[src/rtl/fmul_dispatch_if.sv]
`default_nettype none
// ============================================================================
// Module      : fmul_dispatch_if
// Description : Bundle of the core request, result return and multiplier
//               order/accepted/done signals around fmul_dispatch.
//               master = core + multiplier side, slave = fmul_dispatch.
// Revision    : 1.0 - initial release
// ============================================================================
interface fmul_dispatch_if #(
  parameter int TAG_W = 5
);
  // core request
  logic             req_valid;
  logic             req_ready;
  logic [31:0]      req_rs1;
  logic [31:0]      req_rs2;
  logic [TAG_W-1:0] req_tag;

  // multiplier handshake
  logic             mul_order;
  logic             mul_accepted;
  logic             mul_done;
  logic [31:0]      mul_rs1;
  logic [31:0]      mul_rs2;
  logic [31:0]      mul_rd;

  // result return
  logic             res_valid;
  logic             res_ready;
  logic [31:0]      res_data;
  logic [TAG_W-1:0] res_tag;

  // status
  logic             busy;
  logic             err;

  modport master (
    output req_valid, req_rs1, req_rs2, req_tag,
    input  req_ready,
    input  mul_order, mul_rs1, mul_rs2,
    output mul_accepted, mul_done, mul_rd,
    input  res_valid, res_data, res_tag,
    output res_ready,
    input  busy, err
  );

  modport slave (
    input  req_valid, req_rs1, req_rs2, req_tag,
    output req_ready,
    output mul_order, mul_rs1, mul_rs2,
    input  mul_accepted, mul_done, mul_rd,
    output res_valid, res_data, res_tag,
    input  res_ready,
    output busy, err
  );
endinterface
`default_nettype wire

[src/rtl/fmul_dispatch.sv]
`default_nettype none
// ============================================================================
// Module      : fmul_dispatch
// Description : Single-outstanding issue/return controller in front of the
//               FPU multiplier. Latches a request, orders the multiplier,
//               waits for done under a watchdog, returns the tagged result.
//               Optional macro FMUL_DISPATCH_ZERO_SHORTCUT_EN: a request with
//               a signed-zero operand bypasses the multiplier and answers
//               with a signed zero in the cycle after the handshake.
// Revision    : 1.0 - initial release
// ============================================================================
module fmul_dispatch #(
  parameter int TAG_W   = 5,
  parameter int TIMEOUT = 15
) (
  input  wire logic     clk,
  input  wire logic     rst,
  fmul_dispatch_if.slave bus
);

  typedef enum logic [1:0] {
    S_IDLE  = 2'd0,
    S_ISSUE = 2'd1,
    S_WAIT  = 2'd2,
    S_RESP  = 2'd3
  } state_t;

  localparam logic [31:0] c_qnan    = 32'h7FC0_0000;
  localparam logic [7:0]  c_timeout = 8'(TIMEOUT);

  // Watchdog counter is 8 bits wide, so the limit must fit and leave room
  // for a realistic multiplier latency.
  if (TIMEOUT < 4 || TIMEOUT > 255) begin : g_timeout_range
    $error("fmul_dispatch: TIMEOUT must be within 4..255");
  end

  state_t           r_state;
  logic             r_live;       // low while in reset, keeps req_ready at 0
  logic [7:0]       r_wd_cnt;
  logic             r_mul_order;
  logic [31:0]      r_mul_rs1;
  logic [31:0]      r_mul_rs2;
  logic             r_res_valid;
  logic [31:0]      r_res_data;
  logic [TAG_W-1:0] r_res_tag;
  logic             r_err;

  logic             w_req_ready;
  logic             w_req_fire;
  logic             w_zero_op;

  // Accept a new request when idle, or when the current result leaves this cycle.
  assign w_req_ready = (r_state == S_IDLE && r_live) ||
                       (r_state == S_RESP && bus.res_ready);
  assign w_req_fire  = bus.req_valid && w_req_ready;

`ifdef FMUL_DISPATCH_ZERO_SHORTCUT_EN
  // Exponent and mantissa all zero on either operand: product is a signed zero.
  assign w_zero_op = (bus.req_rs1[30:0] == 31'd0) || (bus.req_rs2[30:0] == 31'd0);
`else
  assign w_zero_op = 1'b0;
`endif

  // Controller FSM with registered handshake outputs and watchdog.
  always_ff @(posedge clk or posedge rst) begin
    if (rst) begin
      r_state     <= S_IDLE;
      r_live      <= 1'b0;
      r_wd_cnt    <= 8'd0;
      r_mul_order <= 1'b0;
      r_mul_rs1   <= 32'd0;
      r_mul_rs2   <= 32'd0;
      r_res_valid <= 1'b0;
      r_res_data  <= 32'd0;
      r_res_tag   <= '0;
      r_err       <= 1'b0;
    end else begin
      r_live <= 1'b1;

      case (r_state)
        S_ISSUE: begin
          if (bus.mul_accepted) begin
            r_mul_order <= 1'b0;
            r_wd_cnt    <= 8'd0;
            r_state     <= S_WAIT;
          end
        end
        S_WAIT: begin
          // done takes priority over a watchdog expiry in the same cycle
          if (bus.mul_done) begin
            r_res_data  <= bus.mul_rd;
            r_res_valid <= 1'b1;
            r_state     <= S_RESP;
          end else if (r_wd_cnt == c_timeout) begin
            r_res_data  <= c_qnan;
            r_err       <= 1'b1;
            r_res_valid <= 1'b1;
            r_state     <= S_RESP;
          end else begin
            r_wd_cnt <= r_wd_cnt + 8'd1;
          end
        end
        S_RESP: begin
          if (bus.res_ready) begin
            r_res_valid <= 1'b0;
            r_state     <= S_IDLE;
          end
        end
        default: begin
          // S_IDLE: stray accepted/done are ignored
        end
      endcase

      // A request handshake overrides the RESP exit for back-to-back issue.
      if (w_req_fire) begin
        r_mul_rs1 <= bus.req_rs1;
        r_mul_rs2 <= bus.req_rs2;
        r_res_tag <= bus.req_tag;
        if (w_zero_op) begin
          r_res_data  <= {bus.req_rs1[31] ^ bus.req_rs2[31], 31'd0};
          r_res_valid <= 1'b1;
          r_mul_order <= 1'b0;
          r_state     <= S_RESP;
        end else begin
          r_res_valid <= 1'b0;
          r_mul_order <= 1'b1;
          r_state     <= S_ISSUE;
        end
      end
    end
  end

  assign bus.req_ready = w_req_ready;
  assign bus.mul_order = r_mul_order;
  assign bus.mul_rs1   = r_mul_rs1;
  assign bus.mul_rs2   = r_mul_rs2;
  assign bus.res_valid = r_res_valid;
  assign bus.res_data  = r_res_data;
  assign bus.res_tag   = r_res_tag;
  assign bus.busy      = (r_state != S_IDLE);
  assign bus.err       = r_err;

endmodule
`default_nettype wire

[src/flat_wrapper.sv]
// flat-port wrapper written by rule: the top's interface ports become plain ports
module fmul_dispatch_flat 
#(
  parameter int TAG_W   = 5,
  parameter int TIMEOUT = 15
)
  (clk, rst, bus_req_valid, bus_req_rs1, bus_req_rs2, bus_req_tag, bus_req_ready, bus_mul_order, bus_mul_rs1, bus_mul_rs2, bus_mul_accepted, bus_mul_done, bus_mul_rd, bus_res_valid, bus_res_data, bus_res_tag, bus_res_ready, bus_busy, bus_err);
  fmul_dispatch_if #(.TAG_W(TAG_W)) bus_i ();
  input  wire logic clk;
  input  wire logic rst;
  input wire logic [$bits(bus_i.req_valid)-1:0] bus_req_valid;
  input wire logic [$bits(bus_i.req_rs1)-1:0] bus_req_rs1;
  input wire logic [$bits(bus_i.req_rs2)-1:0] bus_req_rs2;
  input wire logic [$bits(bus_i.req_tag)-1:0] bus_req_tag;
  output wire logic [$bits(bus_i.req_ready)-1:0] bus_req_ready;
  output wire logic [$bits(bus_i.mul_order)-1:0] bus_mul_order;
  output wire logic [$bits(bus_i.mul_rs1)-1:0] bus_mul_rs1;
  output wire logic [$bits(bus_i.mul_rs2)-1:0] bus_mul_rs2;
  input wire logic [$bits(bus_i.mul_accepted)-1:0] bus_mul_accepted;
  input wire logic [$bits(bus_i.mul_done)-1:0] bus_mul_done;
  input wire logic [$bits(bus_i.mul_rd)-1:0] bus_mul_rd;
  output wire logic [$bits(bus_i.res_valid)-1:0] bus_res_valid;
  output wire logic [$bits(bus_i.res_data)-1:0] bus_res_data;
  output wire logic [$bits(bus_i.res_tag)-1:0] bus_res_tag;
  input wire logic [$bits(bus_i.res_ready)-1:0] bus_res_ready;
  output wire logic [$bits(bus_i.busy)-1:0] bus_busy;
  output wire logic [$bits(bus_i.err)-1:0] bus_err;
  assign bus_i.req_valid = bus_req_valid;
  assign bus_i.req_rs1 = bus_req_rs1;
  assign bus_i.req_rs2 = bus_req_rs2;
  assign bus_i.req_tag = bus_req_tag;
  assign bus_req_ready = bus_i.req_ready;
  assign bus_mul_order = bus_i.mul_order;
  assign bus_mul_rs1 = bus_i.mul_rs1;
  assign bus_mul_rs2 = bus_i.mul_rs2;
  assign bus_i.mul_accepted = bus_mul_accepted;
  assign bus_i.mul_done = bus_mul_done;
  assign bus_i.mul_rd = bus_mul_rd;
  assign bus_res_valid = bus_i.res_valid;
  assign bus_res_data = bus_i.res_data;
  assign bus_res_tag = bus_i.res_tag;
  assign bus_i.res_ready = bus_res_ready;
  assign bus_busy = bus_i.busy;
  assign bus_err = bus_i.err;
  fmul_dispatch #(.TAG_W(TAG_W), .TIMEOUT(TIMEOUT)) u_core (.clk(clk), .rst(rst), .bus(bus_i));
endmodule
[config.mk]
export PLATFORM = sky130hd
export DESIGN_NAME = fmul_dispatch_flat
export DESIGN_NICKNAME = d
export VERILOG_FILES = /design/src/rtl/fmul_dispatch_if.sv /design/src/rtl/fmul_dispatch.sv /design/src/flat_wrapper.sv
export SDC_FILE = /design/constraint.sdc
export NUM_CORES = 1
export LEC_CHECK = 0
export CORE_MARGIN = 2
export CORE_UTILIZATION = 41
export DETAILED_ROUTE_END_ITERATION = 10
export PLACE_DENSITY = 0.8
export SETUP_SLACK_MARGIN = 0.4
export SYNTH_ARGS = -nofsm -noshare
export SYNTH_HDL_FRONTEND = slang
export SYNTH_SLANG_ARGS = --single-unit
[constraint.sdc]
create_clock -name clk -period 5.2 [get_ports clk]
set_input_delay 1.56 -clock clk [delete_from_list [all_inputs] [get_ports clk]]
set_output_delay 1.56 -clock clk [all_outputs]
set_load 0.005 [all_outputs]
Word level (Yosys, flattened, before mapping)
Index checks and enable logic that the tools add are counted.

storage, ports and cells
  bits in registers = 115
  output and inout bits = 106
  word-level logic and storage cells = 60

cells by class
  add/sub/neg operators = 1
  eq/ne operators = 10
  muxes and demuxes = 20
  bitwise operators = 1
  reductions and logical operators = 18

operator list
  kind                   count
  $mux W32               2
  $mux W8                3
  $pmux W8 S2            1
  $mux W2                5
  $reduce_bool A2 Y1     5
  $add A8 B1 Y8 const B  1
  $eq A8 B4 Y1 const B   1
  $reduce_and A4 Y1      2
  $mux W1                7
  $ne A2 B2 Y1 const B   3
  $ne A3 B2 Y1 const B   2
  $pmux W2 S3            1
  $reduce_and A3 Y1      2
  $eq A2 B2 Y1 const B   2
  $ne A4 B2 Y1 const B   1
  $reduce_and A2 Y1      2
  $reduce_bool A4 Y1     1
  $logic_and A1 B1 Y1    3
  $reduce_bool A3 Y1     1
  $eq A2 B1 Y1 const B   1
  $logic_not A2 Y1       1
  $pmux W1 S2            1
  $logic_or A1 B1 Y1     1
  $not A1 Y1             1

Logic depth before layout (Yosys ltp)
  word-level depth = 6
  mapped depth = 8
  gate-level depth less buffers = 6

Worst setup path before layout
OpenSTA, ideal clock, no wires.

  path kind = input to output
  start point = input port bus_res_ready
  end point = output port bus_req_ready
  data arrival time = 1.797 ns
  data required time = 3.640 ns
  setup slack = 1.843 ns
  stages = 1
  cells stage by stage = a22o_1

on the way
  cells in the longest elaborated chain, start to end = 2

RTL lines
  item                 line                 text
  start, declared      flat_wrapper.sv:25   input wire logic [$bits(bus_i.res_ready)-1:0] bus_res_ready;
  $logic_and A1 B1 Y1  fmul_dispatch.sv:54  (r_state == S_RESP && bus.res_ready);
  $logic_or A1 B1 Y1   fmul_dispatch.sv:53  assign w_req_ready = (r_state == S_IDLE && r_live) ||
  end, declared        flat_wrapper.sv:15   output wire logic [$bits(bus_i.req_ready)-1:0] bus_req_ready;

No other way between the ends.

Worst setup path after layout
Same ends and word-level chain as after synthesis.

==> flow_summary.json <==
{
  "outcome": "complete, no violations",
  "synth_enable_flop_cells": 0,
  "total_leakage_power_nw": 3.52,
  "first_iter_violations": 342,
  "cts_tree": "yes",
  "rsz0062_at_grt": "no",
  "ios": 213,
  "crit_chain": "clkdlybuf4s50_1 -> a22o_1 -> clkdlybuf4s50_1",
  "clock-root-buffer": "clkbuf_8",
  "wl_per_cell_um": 15.0,
  "clockBufferDepth": 2,
  "htreeDepth": 4,
  "io_buffers": 212,
  "worstPathMaxFanout": 4,
  "ys_types": 47,
  "drive_above_1_share": 0.0753,
  "critical_path_arrival_ns": 2.81,
  "grt_pass1_wl_um": 19400,
  "antenna_found_initial": 0,
  "tightest_slew_ns": 0.993,
  "drv_slew": 0,
  "rows": 38,
  "final_nets": 778,
  "core_um2": 10900,
  "fillers": 846,
  "cts.sinks": 115,
  "finalHoldViolCount": 0,
  "vias_per_cell": 4.86,
  "irDropWorstVdd_uv": 323,
  "numCtsBuffers": 17,
  "max_freq_mhz": 229,
  "ys_seq_area_frac": 0.626,
  "ys_seq_elements": 115,
  "fin_crit_sh": 0.840,
  "dp_hpwl_um": 8420,
  "grt-ovfl-total": 0,
  "clkTransAtPathRegs_ns": 0.05,
  "cts_hold_buf": 0,
  "async_reset_ff_frac": 1.00,
  "cpMostUsedCell": "clkdlybuf4s50_1",
  "slowest_delay_ns": 0.53,
  "regArea_um2": 2880,
  "most-common-layout-cells": "nand2_1, clkdlybuf4s50_1, dfrtp_1, a22o_1, clkbuf_16",
  "r2r_cells": 6,
  "drc": 0,
  "final_common_cell": "nand2_1",
  "grt_use_total": 0.206,
  "die_h_um": 110,
  "maxSlewHeadroom": 0.338,
  "hold_depth": 1,
  "yosysWarningCount": 0,
  "wirelength_um": 12300,
  "globalplace.congestion": 0.803,
  "worstSkewPairLatency_ns": 0.49,
  "min_path_type": "register to register",
  "crit_slowest_cell": "clkdlybuf4s50_1",
  "fin_setup_tns_ns": 0,
  "antenna_cells": 0,
  "postCtsResizedCells": 0,
  "cap_violations": 0,
  "die_w_um": 110,
  "synthesis.nets": 568,
  "synth_ff_type": "dfrtp_1",
  "period_minus_slack_ns": 4.37,
  "grt_pass1_vias": 4040,
  "vias": 3973,
  "synth_area_per_cell_um2": 10.1,
  "firstDrtPassIters": 5,
  "finalSetupViolations": 0,
  "initial_core_util": 0.422,
  "syn_inst": 455,
  "syn_area_um2": 4600,
  "area_growth_pct": 61.7,
  "ant_nets": 0,
  "start_kind": "input pin",
  "cp.required_ns": 3.64,
  "worstSetupEndpointType": "output port",
  "design.die.area_um2": 12100,
  "clock_skew_ns": 0.0138,
  "grt_max_degree": 71,
  "p_total_w": 0.00436,
  "path_class": "input pin to output port",
  "cts_setup_buffers": 0,
  "powerDensity_nw_per_um2": 586,
  "multiInputGateArea_um2": 1580
}
-- stage by stage --
stage          hold WS, ns  instance area (um^2)  worst slack, ns  instances   util
2_1_floorplan        0.451                  4600            0.596        455      -
3_3_place_gp         0.446                  6820            0.847        786  0.627
3_5_place_dp         0.457                  6820            0.827        786  0.627
4_1_cts              0.470                  7430            0.827        817  0.683
5_1_grt              0.489                  7430            0.742        817  0.683
6_report             0.463                  7430            0.832        817  0.683
-- cell type report --
type,count,area share
multi-input combinational,308,0.213
clock inverter,8,0.0167
timing repair buffer,215,0.290
tap,140,0.0236
inverter,8,0.00438
sequential,115,0.387
clock buffer,23,0.0655
-- worst paths after layout --
kind,start,to,slack [ns]
worst max register to register,u_core.r_state[0],u_core.r_wd_cnt[5],2.83
worst max-delay path,bus_res_ready,bus_req_ready,0.83
worst min register to register,u_core.bus.err,u_core.bus.err,0.46
max in group asynchronous,rst,u_core.bus.res_data[19],2.89
worst min-delay path,u_core.bus.err,u_core.bus.err,0.46
min in group asynchronous,rst,u_core.bus.mul_rs2[1],1.54
-- worst max-delay path: cells and delay by family --
family / cells / cell delay (ns)
AO/OA/AOI/OAI: 1 / 0.20
buffers and inverters: 2 / 1.04
-- cell usage after synthesis (2+ instances only) --
| master | instances | area share |
|---|---|---|
| buf_6 | 2 | 0.0049 |
| clkbuf_1 | 14 | 0.011 |
| dfrtp_1 | 115 | 0.63 |
| a22o_2 | 3 | 0.0065 |
| buf_2 | 3 | 0.0033 |
| and3_1 | 3 | 0.0041 |
| nor4_1 | 2 | 0.0027 |
| o22a_1 | 9 | 0.017 |
| nand2_1 | 216 | 0.18 |
| a22o_1 | 24 | 0.046 |
| inv_1 | 8 | 0.0065 |
| a211o_1 | 3 | 0.0057 |
| and2_1 | 3 | 0.0041 |
| or3_4 | 2 | 0.0049 |
| nor2_1 | 2 | 0.0016 |
| ha_1 | 6 | 0.016 |
| clkbuf_2 | 2 | 0.0022 |
| nand3_1 | 6 | 0.0065 |
| a21oi_1 | 2 | 0.0022 |
| buf_1 | 3 | 0.0024 |
-- sequential cells by signal (all words and copies together), names as in the netlist --
name,flops
u_core.bus.res_tag,5
u_core.bus.mul_rs2,32
u_core.bus.res_valid,1
u_core.bus.mul_rs1,32
u_core.r_wd_cnt,8
u_core.r_live,1
u_core.bus.mul_order,1
u_core.r_state,2
u_core.bus.err,1
u_core.bus.res_data,32
-- power by group --
group | internal, W | switching [W]
clock | 0.000791 | 0.000392
combinational | 0.000994 | 0.000667
sequential | 0.00129 | 0.000224
-- cells by family after synthesis --
group | count (synthesis) | synth area share
DFF | 115 | 0.626
AOI/OAI and AO/OA | 53 | 0.100
adders and majority gates | 6 | 0.0163
muxes | 2 | 0.00463
buffers and inverters | 32 | 0.0308
other | 1 | 0.000816
and+or+nand+nor | 245 | 0.219
xor gates and xnor gates | 1 | 0.00191
-- metal layers --
metal  vias to the layer above  global-route usage  part of all wire
met3                        22              0.0474             0.071
met5                         -                   0                 0
li1                       1897                   -                 -
met1                      1891               0.264              0.42
met4                         0               0.100             0.024
met2                       163               0.330              0.48
No activity file was read; power rests on OpenSTA's default activity.
